$ cat src/rtl/clint_rtc_tick.sv
// clint_rtc_tick: programmable RTC tick source with CLINT-style bus registers and a 64-bit tick counter.
// Define RTC_EXT_EN to take ticks from a synchronised external rt_clk instead of the phase accumulator.
module clint_rtc_tick #(
    parameter int ADDR_W = 32,
    parameter int DATA_W = 32,
    parameter int ACC_W = 32,
    parameter logic [ACC_W-1:0] INC_RESET = ACC_W'(32'd1407375)
) (
    input  logic                clk,
    input  logic                reset,
    input  logic                valid,
    input  logic [ADDR_W-1:0]   address,
    input  logic [DATA_W-1:0]   wdata,
    input  logic [DATA_W/8-1:0] wstrb,
`ifdef RTC_EXT_EN
    input  logic                rt_clk,
`endif
    output logic [DATA_W-1:0]   rdata,
    output logic                ready,
    output logic                tick
);
    logic              wr, rd, clr;
    logic [1:0]        sel;
    logic              enable_q, enable_d, tick_q, tick_d, ready_q;
    logic [63:0]       cnt_q, cnt_d;
    logic [31:0]       hi_snap_q, hi_snap_d;
    logic [DATA_W-1:0] rdata_q, rdata_d, inc_rd;
    logic              unused_bits;

    assign sel = address[3:2];
    assign wr  = valid & (&wstrb);
    assign rd  = valid & ~(|wstrb);
    assign clr = wr & (sel == 2'd0) & wdata[1];

`ifdef RTC_EXT_EN
    logic [1:0] sync_q, sync_d;
    logic       prev_q, prev_d;
    assign inc_rd      = '0;
    assign unused_bits = ^{address[ADDR_W-1:4], address[1:0], wdata[DATA_W-1:2]};
    always_comb begin
        sync_d = clr ? 2'b00 : {sync_q[0], rt_clk};
        prev_d = clr ? 1'b0 : sync_q[1];
        tick_d = ~clr & enable_q & sync_q[1] & ~prev_q;
    end
    always_ff @(posedge clk or posedge reset) begin
        if (reset) begin
            sync_q <= 2'b00;
            prev_q <= 1'b0;
        end else begin
            sync_q <= sync_d;
            prev_q <= prev_d;
        end
    end
`else
    logic [ACC_W-1:0] inc_q, inc_d, acc_q, acc_d, sum;
    logic             carry;
    assign inc_rd      = DATA_W'(inc_q);
    assign unused_bits = ^{address[ADDR_W-1:4], address[1:0]};
    // Carry out of the accumulator is the tick request; it is registered into tick.
    assign {carry, sum} = {1'b0, acc_q} + {1'b0, inc_q};
    always_comb begin
        inc_d  = (wr && sel == 2'd1) ? wdata[ACC_W-1:0] : inc_q;
        acc_d  = clr ? '0 : enable_q ? sum : acc_q;
        tick_d = ~clr & enable_q & carry;
    end
    always_ff @(posedge clk or posedge reset) begin
        if (reset) begin
            inc_q <= INC_RESET;
            acc_q <= '0;
        end else begin
            inc_q <= inc_d;
            acc_q <= acc_d;
        end
    end
`endif

    // CNT_LO read snapshots the upper half so a following CNT_HI read is coherent.
    always_comb begin
        enable_d  = (wr && sel == 2'd0) ? wdata[0] : enable_q;
        cnt_d     = clr ? 64'd0 : cnt_q + 64'(tick_q);
        hi_snap_d = (rd && sel == 2'd2) ? cnt_q[63:32] : hi_snap_q;
        rdata_d   = !rd ? rdata_q :
                    sel == 2'd0 ? DATA_W'(enable_q) :
                    sel == 2'd1 ? inc_rd :
                    sel == 2'd2 ? DATA_W'(cnt_q[31:0]) : DATA_W'(hi_snap_q);
    end

    always_ff @(posedge clk or posedge reset) begin
        if (reset) begin
            enable_q  <= 1'b1;
            tick_q    <= 1'b0;
            ready_q   <= 1'b0;
            cnt_q     <= 64'd0;
            hi_snap_q <= 32'd0;
            rdata_q   <= '0;
        end else begin
            enable_q  <= enable_d;
            tick_q    <= tick_d;
            ready_q   <= valid;
            cnt_q     <= cnt_d;
            hi_snap_q <= hi_snap_d;
            rdata_q   <= rdata_d;
        end
    end

    assign rdata = rdata_q;
    assign ready = ready_q;
    assign tick  = tick_q;
endmodule

$ cat config.mk
export PLATFORM = sky130hd
export DESIGN_NAME = clint_rtc_tick
export DESIGN_NICKNAME = d
export VERILOG_FILES = /design/src/rtl/clint_rtc_tick.sv
export SDC_FILE = /design/constraint.sdc
export NUM_CORES = 1
export LEC_CHECK = 0
export ABC_AREA = 1
export CAP_MARGIN = 20
export CORE_UTILIZATION = 40
export CTS_BUF_LIST = sky130_fd_sc_hd__clkbuf_4 sky130_fd_sc_hd__clkbuf_8 sky130_fd_sc_hd__clkbuf_16
export DETAILED_ROUTE_END_ITERATION = 7
export DONT_BUFFER_PORTS = 1
export GPL_TIMING_DRIVEN = 0
export PLACE_DENSITY = 0.65
export SYNTH_ARGS = -nofsm -noshare
export SYNTH_HDL_FRONTEND = slang
export SYNTH_SLANG_ARGS = --single-unit
$ cat constraint.sdc
create_clock -name clk -period 17.2 [get_ports clk]
set_input_delay 3.44 -clock clk [delete_from_list [all_inputs] [get_ports clk]]
set_output_delay 3.44 -clock clk [all_outputs]
set_load 0.02 [all_outputs]
# Yosys cells after proc, flatten, opt, wreduce, memory -nomap -nowiden

Cells that the tools add are included.

Bits in registers: 195
Output and inout bits: 34

Add/sub/neg operators: 2
Equal/unequal tests: 2
Muxes and demuxes: 6
Bitwise operators: 8
Reduce and logical (&&, ||, !) cells: 7

Operators with widths:

| kind                                                             | number |
|---|---|
| 32-bit two-way mux                                               | 5 |
| 64-bit by 1-bit adder with 64-bit output                         | 1 |
| 64-bit two-way mux                                               | 1 |
| 32-bit by 32-bit adder with 33-bit output                        | 1 |
| 1-bit AND                                                        | 6 |
| 4-bit AND reduction                                              | 1 |
| 4-bit OR reduction                                               | 1 |
| 1-bit logical AND                                                | 3 |
| 2-bit by 1-bit == test with 1-bit output (second input constant) | 1 |
| 2-bit == test (second input constant)                            | 1 |
| 2-bit logical NOT                                                | 1 |
| 1-bit NOT                                                        | 2 |
| 2-bit nonzero test                                               | 1 |

# Logic depth before layout (Yosys ltp)

Gate-level depths: netlist of the first run.

Depth after elaboration: 7
Gate-level depth with buffers: 14

# Worst setup path after synthesis of the first run

OpenSTA, ideal clock, no wires.

Kind: input -> register
Start point: in address[3]
End point: reg acc_q[17]
Library setup time: 0.117 ns
Data arrival time: 4.426 ns
Required time: 17.083 ns
Slack: 12.657 ns
Cell stages on the path: 8
Buffers on the path: 2
Cell sequence: buf_2 nor2_2 nand4_2 nand2_2 inv_2 buf_2 nand3_1 nand2_1

Word-level cells in the longest chain between the ends: 4
Elaborated cells on any way between the ends: 5
Classes of those cells: mux: 1; bitwise: 2; reduce/logical: 2

Ends and longest elaborated chain:

| element                                                  | line | source |
|---|---|---|
| start: declaration                                       | 12   | `input logic [ADDR_W-1:0] address,` |
| 2-bit logical NOT (*)                                    | 33   | `assign clr = wr & (sel == 2'd0) & wdata[1];` |
| 1-bit AND (*) (2 in a row)                               | 33   |  |
| 32-bit two-way mux or 2-bit nonzero test (tied branches) | n/a  |  |
| end signal: assignment                                   | 69   | `acc_q <= '0;` |
| end signal: assignment                                   | 72   | `acc_q <= acc_d;` |
| end: declaration                                         | 55   | `logic [ACC_W-1:0] inc_q, inc_d, acc_q, acc_d, sum;` |

Every way passes the cells marked *; elsewhere a longest branch is shown, timed or not.
A chain may end at the register's enable or synchronous reset.

# Final worst setup path of the first run

Start point: in address[3]
End point: reg acc_q[28]

Same word-level chain as after synthesis.

==> metrics.md, run 1 <==
| Metric | Value |
|---|---|
| Status | completed |
| EDFF count, synth | 0 |
| Largest net degree at the start of global routing | about 110 |
| Total track usage | 24.93% |
| Setup TNS | 0 ns |
| RSZ-0062 raised after global routing | false |
| Commonest cells after routing, fill and taps aside | 490 x nand2_1, 208 x inv_1, 181 x dfrtp_1 |
| Later-pin clock latency in the skew report | 0.46 ns |
| Post-synth top flop | dfrtp_1 |
| Max cap viols | 0 |
| Crit path max-delay cell type | nand4_2 |
| DR pass1 iterations | 8 |
| Cts hold-fix bufs | 0 |
| Routed length per instance | 18.25 um |
| Vias | between 10000 and 15000 |
| Global route overflow | 0 |
| Total CTS buffers | 17 |
| Leak | 6.591 nW |
| Mapped Area | ~12000 um^2 |
| Global-route wire length before repair | between 50 and 60 mm |
| Worst-path clk slew | ~0.070 ns |
| Synthesis-to-finish area growth | 9.401% |
| Fin crit share | 27.47% |
| Max-slew violation count | 0 |
| Routed WL | 37.30 mm |
| CTS HTree Levels | 4 |
| Share of layout cells above drive strength 1 | 10.13% |
| Syn_nets | 1732 |
| DR vias/cell | between 5 and 6 |
| Commonest non-fill, non-tap cell in the layout | nand2_1 |
| Reg2Reg Setup Slack | around 15 ns |
| Mean post-synth cell area | 7.350 um^2 |
| Vias in the first global route | roughly 10000 |
| Worst path max stage delay | 0.32 ns |
| Max FO, Critical Path | 10 |
| CTS resizes | 0 |
| Initial antenna violation count | 2 |
| Final core occ | 45.07% |
| Crit-path cells | buf_2 > nor2_2 > nand4_2 > nand2_2 > inv_2 > buf_2 > nand3_1 > nand2_1 |
| Starting density of the core | 41.19% |
| Synth cell types | 43 |
| Worst IR drop on VDD | ~0.000070 V |
| Width of the die | 174.9 um |
| Routed Antenna Nets | 0 |
| Hold Crit Class | flop to flop |
| Post-synthesis sequential area ratio | 40.98% |
| Seq cells post-synth | 195 |
| CTS root buf | clkbuf_16 |
| # IOs | 105 |
| Clk buf depth | 2 |
| Drt drc | 0 |
| Warnings, synthesis | 0 |
| Post-synthesis instance total | 1626 |
| Fmax | 211.7 MHz |
| Clk sinks | slightly below 200 |
| CP required | ~18 ns |
| Gp weighted congestion | ~0.98 |
| CP Data Arrival Time | 5.06 ns |
| # port buffers | 0 |
| Critical path type | input pin to flop |
| Critical path's most frequent cell | buf_2 |
| Worst-Margin Slew | 0.6424 ns |
| Crit. End Element | flop |
| Area of the die | 30570 um^2 |
| CTS tree | yes |
| Total Nets Final | 1752 |
| Max-slew headroom | 57.17% |
| CP startpoint kind | input pin |
| Core Box Area | 29010 um^2 |
| Worst clock skew | 0.01836 ns |
| First DRT Iteration DRCs | 1175 |
| DP HPWL | 29.39 mm |
| Row count | 62 |
| Pwr dens | 112.5 nW/um^2 |
| Final hold violation count | 0 |
| Period minus WS final | between 4 and 5 ns |
| Final setup fails | 0 |
| Asr flop ratio synth | 100.0% |
| Setup bufs post-CTS | 0 |
| Die Y | approximately 170 um |
==> final timing paths <==
kind / from / end / cells past startpoint
max reg2reg: inc_q[0] / acc_q[28] / 13
min reg2reg: acc_q[21] / acc_q[21] / 2
min: acc_q[21] / acc_q[21] / 2
max: address[3] / acc_q[28] / 8
min in group asynchronous: reset / rdata[2] / 1
max in group asynchronous: reset / hi_snap_q[26] / 2
==> area by class of cell <==
type / count / area, um^2
plain buffers: 39 / 166.4
well taps: 384 / 480.5
flip-flops and latches: 195 / 4897
diodes: 1 / 2.502
fillers: 2992 / 15940
multi-input cells: 1167 / 6043
clock buffers: 17 / 425.4
repair buffers: 1 / 27.53
clock inverters: 15 / 180.2
inverters: 225 / 852.1
==> synthesized netlist by cell type, drive strengths merged (2+ instances only) <==
cell    instances  area, um^2
o21ai         130       650.6
xor2           24       210.2
mux2           35       394.1
nand4          26       168.9
nor2          172       744.5
dfrtp         181        4529
nand3          93       498.0
nor3           45       321.6
o211ai         29       217.7
ha             34       425.4
xnor2          10       87.58
o21bai          3       22.52
inv           224       840.8
nand3b          7       52.55
dfstp          14       367.9
nand2         502        1929
clkbuf         22       82.58
a21oi          47       235.2
buf            17       83.83
and3            2       12.51
==> cell families after synthesis <==
logic type | synth area share (%)
flops | 40.98
xor+xnor | 2.492
fa+ha+maj | 3.727
simple gates | 31.25
compound gates | 9.799
buf+inv | 8.459
mux | 3.298
==> per-layer routing <==
metal	vias up	share of wire, %	GRT usage [%]
met4	2	3.3	9.384
met3	60	8.6	6.027
met5	-	0.035	0
met2	465	41	36.14
li1	5246	-	-
met1	5148	47	35.73
==> sequential cells by signal, indices dropped and copies added (netlist names) <==
name       count
enable_q       1
hi_snap_q     32
acc_q         32
cnt_q         64
rdata         32
ready          1
tick           1
inc_q         32
==> per-stage QoR <==
stage	worst slack (ns)	instances	hold slack, ns	power (mW)	area [um^2]
6_report	12.48	2044	0.4906	1.470	13080
5_1_grt	12.38	2044	0.5124	1.562	13080
4_1_cts	12.51	2043	0.4951	1.472	13070
3_5_place_dp	12.03	2011	0.4723	1.053	12470
3_3_place_gp	6.154	2010	0.4668	1.041	12430
2_1_floorplan	8.471	1626	0.4531	0.9323	11950
==> worst max-delay path, delay by kind of cell <==
kind | cells | cell delay, ns
simple gates | 5 | 1.03
buf+inv | 3 | 0.57
==> where the power goes <==
group | internal [mW] | switching (mW)
sequential | 0.546 | 0.0898
combinational | 0.151 | 0.267
clock | 0.209 | 0.207
Note: power is estimated with default switching activity, not from simulation.
==> run 2: changes to the inputs <==
--- a/config.mk
+++ b/config.mk
@@ -12,7 +12,7 @@
 export DETAILED_ROUTE_END_ITERATION = 7
 export DONT_BUFFER_PORTS = 1
 export GPL_TIMING_DRIVEN = 0
-export PLACE_DENSITY = 0.65
+export PLACE_DENSITY = 0.67
 export SYNTH_ARGS = -nofsm -noshare
 export SYNTH_HDL_FRONTEND = slang
 export SYNTH_SLANG_ARGS = --single-unit
==> constraint.sdc (replaced) <==
create_clock -name clk -period 3.8 [get_ports clk]
set_input_delay 0.76 -clock clk [delete_from_list [all_inputs] [get_ports clk]]
set_output_delay 0.76 -clock clk [all_outputs]
set_load 0.02 [all_outputs]
==> run 2 against run 1 <==
  * Final area grew 0.30%
  * Via count increased by 0.35%
  * Die area did not move
  * Largest cell class unchanged
  * Largest power group unchanged
  * Highest routed layer is now met4
==> metrics.md, run 2 (synthesis gave the netlist of run 1 again) <==
| Metric | Value |
|---|---|
| Total Nets Final | 1756 (+0.23%) |
| # IOs | 105 (unchanged) |
| # port buffers | 0 (unchanged) |
| Cts hold-fix bufs | 0 (unchanged) |
| Fin area | 13110 um^2 (+0.30%) |
| Commonest non-fill, non-tap cell in the layout | nand2_1 |
| CTS tree | yes |
| Reg area | 4897 um^2 (unchanged) |
| Worst-path clk slew | 0.07 ns (about the same) |
| Largest register FFs | 64 (unchanged) |
| Gp weighted congestion | 0.9787 (about the same) |
| CP required | 4.13 ns (-13.40 ns) |
| Pwr dens | 504.1 nW/um^2 (+350%) |
| Row count | 62 (unchanged) |
| Most flops, register | cnt_q |
| RSZ-0062 raised after global routing | false |
| Largest net degree at the start of global routing | 42 (-61%) |
| Vias | 10959 (+0.35%) |
| DR pass1 iterations | 5 (-3) |
| Routed Antenna Nets | 0 (unchanged) |
| Drt drc | 0 (unchanged) |
| CTS root buf | clkbuf_16 |
| Final core occ | 45.20% (+0.13 points) |
| Vias in the first global route | 10430 (-0.62%) |
| Hold Crit Class | input pin to asynchronous set/reset pin |
| Final setup fails | 0 (unchanged) |
| Fill count | 2994 (+0.067%) |
| DR vias/cell | 5.354 (+0.20%) |
| Worst IR drop on VDD | 0.0003554 V (+410%) |
| DP HPWL | 29.97 mm (+2.0%) |
| Core Box Area | 29010 um^2 (unchanged) |
| Later-pin clock latency in the skew report | 0.46 ns (about the same) |
| CP startpoint kind | flop |
| Area of the die | 30570 um^2 (unchanged) |
| Global-route wire length before repair | 58.62 mm (+0.97%) |
| Fmax | around 410 MHz |
| Share of layout cells above drive strength 1 | 10.34% (+0.22 points) |
| Worst-Margin Slew | 0.6356 ns (-0.006832 ns) |
| Fin crit share | 63.76% |
| Commonest cells after routing, fill and taps aside | 490 x nand2_1, 208 x inv_1, 181 x dfrtp_1 |
| First DRT Iteration DRCs | 1041 (-11%) |
| Power Total | 6.611 mW (+350%) |
| Multi-input logic area | 6043 um^2 (unchanged) |
| Status | completed |
| Width of the die | 174.9 um (unchanged) |
| Global route overflow | 0 (unchanged) |
| Dpl cell area | 12540 um^2 (+0.55%) |
| Die Y | 174.9 um (unchanged) |
| Final hold violation count | 0 (unchanged) |
| CTS HTree Levels | 4 (unchanged) |
| Routed WL | 37.19 mm (-0.31%) |
| CTS resizes | 0 (unchanged) |
| CP Data Arrival Time | 2.75 ns (-2.31 ns) |
| Max FO, Critical Path | 4 (-6) |
| Worst clock skew | 0.02126 ns (+0.002896 ns) |
| Clk buf depth | 2 (unchanged) |
| Synthesis-to-finish area growth | 9.725% |
| Total track usage | 25.14% (+0.21 points) |
| Routed length per instance | 18.17 um (-0.45%) |
| Number of diodes | 0 (-1) |
| Max cap viols | 0 (unchanged) |
| Initial antenna violation count | 0 (-2) |
| Critical path type | flop to flop |
| Crit. End Element | flop |
| Max-slew violation count | 0 (unchanged) |
| Leak | 6.605 nW (+0.22%) |
| Total CTS buffers | 17 (unchanged) |
| Period minus WS final | approximately 2.4 ns |
| Clk sinks | 195 (unchanged) |
| Max-slew headroom | 57.63% (+0.46 points) |
| Setup bufs post-CTS | 0 (unchanged) |
| Starting density of the core | 41.19% (unchanged) |
| Setup TNS | 0 ns (unchanged) |
-- run 2: path summary, 6_finish.rpt --
path | start | endpoint | slack, ns | cells past startpoint
worst max-delay path | inc_q[0] | acc_q[24] | 1.38 | 13
max in group asynchronous | reset | cnt_q[58] | 2.31 | 5
worst min-delay path | reset | inc_q[6] | 0.18 | 1
worst min register to register | acc_q[26] | acc_q[26] | 0.49 | 2
min in group clk | valid | ready | 0.35 | 0
worst max register to register | inc_q[0] | acc_q[24] | 1.38 | 13
-- run 2: layer usage --
layer | vias up | share of wire [%] | global-route usage (%)
li1 | 5272 | - | -
met2 | 405 | 42 | 36.77
met3 | 46 | 8.6 | 4.874
met1 | 5236 | 47 | 36.96
met4 | 0 | 2.6 | 8.333
met5 | - | 0 | 0
-- run 2: critical path: stages (launching register included) --
cell,delay [ns]
dfstp_2,0.55
ha_1,0.21
inv_1,0.07
fa_1,0.38
inv_1,0.12
nand3_1,0.08
nand3_1,0.16
nand2_1,0.07
nand2_1,0.18
nand2_1,0.11
nand3_1,0.11
nand2_1,0.05
nand3_1,0.13
nand2_1,0.07
-- run 2: cell type report --
cell class                      instances  share of cell area [%]
Multi-Input combinational cell       1167                   46.08
Clock inverter                         14                   1.059
Tap cell                              384                   3.664
Buffer                                 39                   1.269
Sequential cell                       195                   37.34
Inverter                              225                   6.469
Timing Repair Buffer                    5                  0.7633
Clock buffer                           18                   3.349
-- run 2: power breakdown --
group | total [mW] | leakage, nW | switching (mW) | internal, mW
Clock | 1.84 | 0.282 | 0.901 | 0.943
Sequential | 2.88 | 2.40 | 0.406 | 2.47
Combinational | 1.89 | 3.92 | 1.20 | 0.690
-- run 2: stage by stage --
stage	setup WS, ns	hold WS, ns	cells
final	1.377	0.1778	2047
after global routing	1.169	0.1918	2047
after CTS	1.390	0.1758	2047
after detailed placement	1.370	0.4698	2015
after global placement	-0.5873	0.4667	2010
after floorplan	0.5330	0.4531	1626
==> run 3: changes to the inputs <==
--- a/config.mk
+++ b/config.mk
@@ -12,7 +12,7 @@
 export DETAILED_ROUTE_END_ITERATION = 7
 export DONT_BUFFER_PORTS = 1
 export GPL_TIMING_DRIVEN = 0
-export PLACE_DENSITY = 0.67
+export PLACE_DENSITY = 0.65
 export SYNTH_ARGS = -nofsm -noshare
 export SYNTH_HDL_FRONTEND = slang
 export SYNTH_SLANG_ARGS = --single-unit
==> constraint.sdc (replaced) <==
create_clock -name clk -period 2.31 [get_ports clk]
set_input_delay 0.462 -clock clk [delete_from_list [all_inputs] [get_ports clk]]
set_output_delay 0.462 -clock clk [all_outputs]
set_load 0.02 [all_outputs]
==> run 3 against run 2 <==
  * Wire length about the same
  * Critical path depth down 4
  * Global-route usage down 0.058 points
  * Core utilization up 0.27 points
==> metrics.md, run 3 (synthesis gave the netlist of run 1 again) <==
| Metric | Value |
|---|---|
| Routed length per instance | 18.14 um (-0.17%) |
| Worst-Margin Slew | 0.7162 ns (+0.08066 ns) |
| Synthesis-to-finish area growth | 10.37% |
| Final hold violation count | 0 (unchanged) |
| Status | completed |
| Routed Antenna Nets | 0 (unchanged) |
| Width of the die | 174.9 um (unchanged) |
| Max FO, Critical Path | 4 (unchanged) |
| Dpl cell area | 12540 um^2 (unchanged) |
| Max-slew violation count | 0 (unchanged) |
| Leak | 6.626 nW (+0.32%) |
| Vias | 10898 (-0.56%) |
| CP required | 2.64 ns (-1.49 ns) |
| Total CTS buffers | 17 (unchanged) |
| Starting density of the core | 41.19% (unchanged) |
| Largest register FFs | 64 (unchanged) |
| Pwr dens | 824.5 nW/um^2 (+64%) |
| Largest net degree at the start of global routing | 42 (unchanged) |
| Power Total | 10.88 mW (+65%) |
| # port buffers | 0 (unchanged) |
| Most flops, register | cnt_q |
| Fill count | 2981 (-0.43%) |
| DR pass1 iterations | 5 (unchanged) |
| DR vias/cell | 5.311 (-0.80%) |
| Fin area | 13190 um^2 (+0.59%) |
| Core Box Area | 29010 um^2 (unchanged) |
| Reg-to-Reg Start | tick |
| Max-slew headroom | 52.15% (-5.5 points) |
| Clk sinks | 195 (unchanged) |
| Fin crit share | 94.03% (+30 points) |
| CP Data Arrival Time | 2.51 ns (-0.24 ns) |
| # IOs | 105 (unchanged) |
| Later-pin clock latency in the skew report | 0.46 ns (about the same) |
| CTS HTree Levels | 4 (unchanged) |
| Hold Crit Class | input pin to flop |
| Placed cells | 2015 (unchanged) |
| CTS tree | yes |
| First DRT Iteration DRCs | 1200 (+15%) |
| RSZ-0062 raised after global routing | false |
| Area of the die | 30570 um^2 (unchanged) |
| Max cap viols | 0 (unchanged) |
| Share of layout cells above drive strength 1 | 11.16% (+0.82 points) |
| DP HPWL | 29.99 mm (about the same) |
| CTS root buf | clkbuf_16 |
| Worst IR drop on VDD | 0.0006109 V (+72%) |
| Total track usage | 25.08% (-0.058 points) |
| Crit. End Element | flop |
| Final Non-Filler Cells | 2052 (+0.24%) |
| Final setup fails | 0 (unchanged) |
| Global route overflow | 0 (unchanged) |
| Commonest cells after routing, fill and taps aside | 487 x nand2_1, 207 x inv_1, 180 x dfrtp_1 |
| Global-route wire length before repair | 58.15 mm (-0.81%) |
| CP startpoint kind | flop |
| Fmax | 460.4 MHz (+12%) |
| Worst clock skew | 0.01498 ns (-0.006284 ns) |
| Routed WL | 37.22 mm (about the same) |
| Vias in the first global route | 10351 (-0.76%) |
| Drt drc | 0 (unchanged) |
| Die Y | 174.9 um (unchanged) |
| Initial antenna violation count | 1 (+1) |
| Period minus WS final | 2.172 ns (-0.2510 ns) |
| Worst setup path start | tick |
| Commonest non-fill, non-tap cell in the layout | nand2_1 |
| Hold_sp | valid |
| Clk buf depth | 2 (unchanged) |
| Critical path type | flop to flop |
| Total Nets Final | 1760 (+0.23%) |
| Row count | 62 (unchanged) |
| Worst-path clk slew | 0.08 ns (about the same) |
| Gp weighted congestion | 0.9612 (-1.8%) |
==> run 3: changes by cell type in the layout (fill, tap and decap cells not counted), moves of 2 or more <==
cell,delta
nand3_2,+2
nand3_1,-3
buf_4,+3
ha_1,-2
nand2_2,+3
nand2_1,-3
clkinv_2,-2
inv_8,+3
==> run 3: worst max-delay path, stage by stage (launching register included) <==
cell and delay, ns:
dfrtp_2 0.50, ha_4 0.22, ha_1 0.19, nand2_2 0.09
nor2_4 0.18, nand4_1 0.20, nor3_2 0.27, nand2_1 0.17
nor3_1 0.16, nor3_1 0.06
==> run 3: final cells by class <==
class / instances / area (um^2) / area share (%)
antenna: 1 / 2.502 / 0.01897
buffer: 39 / 166.4 / 1.262
clock buffer: 18 / 439.2 / 3.329
clock inverter: 14 / 132.6 / 1.005
inverter: 225 / 848.3 / 6.431
multi-input combinational: 1167 / 6091 / 46.17
sequential: 195 / 4898 / 37.13
tap: 384 / 480.5 / 3.642
timing repair buffer: 9 / 132.6 / 1.005
==> run 3: final timing paths <==
path	endpoint	slack [ns]	cells after the start
min in group asynchronous	inc_q[6]	0.62	2
setup reg to reg	cnt_q[28]	0.14	9
max in group asynchronous	acc_q[27]	0.83	4
setup / recovery	cnt_q[28]	0.14	9
hold reg to reg	acc_q[21]	0.48	2
hold / removal	ready	0.04	0
==> run 3: where the power goes <==
part           total, mW  switching [mW]  internal (mW)
sequential          4.75           0.686           4.07
combinational       3.15            1.99           1.16
clock               2.97            1.51           1.47
total               10.9            4.18           6.69
==> run 3: repair_timing <==
item | CTS | global route
endpoints found under the hold margin | 18 | 0
pin swaps | 0 | 2
gates cloned | 0 | 0
hold buffers | 1 | 0
endpoints found under the setup margin | 6 | 20
setup buffers | 0 | 3
resized for setup | 3 | 10
==> run 3: metrics by stage <==
stage	util, %	hold WS [ns]	worst slack (ns)	setup TNS (ns)
after floorplan	-	0.4531	-0.6590	-119.61
after global placement	42.86	0.4671	-1.825	-337.79
after detailed placement	43.21	0.4728	-0.03694	-0.05791
after CTS	45.25	0.03209	0.004432	0
after global routing	45.46	0.02750	0.004497	0
final	45.47	0.04460	0.1380	0
==> run 3: layer usage <==
| layer | part of all wire (%) | wire (um) | GRT usage [%] |
|---|---|---|---|
| met1 | 47 | 17680 | 36.52 |
| met2 | 43 | 15830 | 37.17 |
| met3 | 7.7 | 2874 | 5.287 |
| met4 | 2.2 | 822 | 7.464 |
| met5 | 0.035 | 13 | 0 |
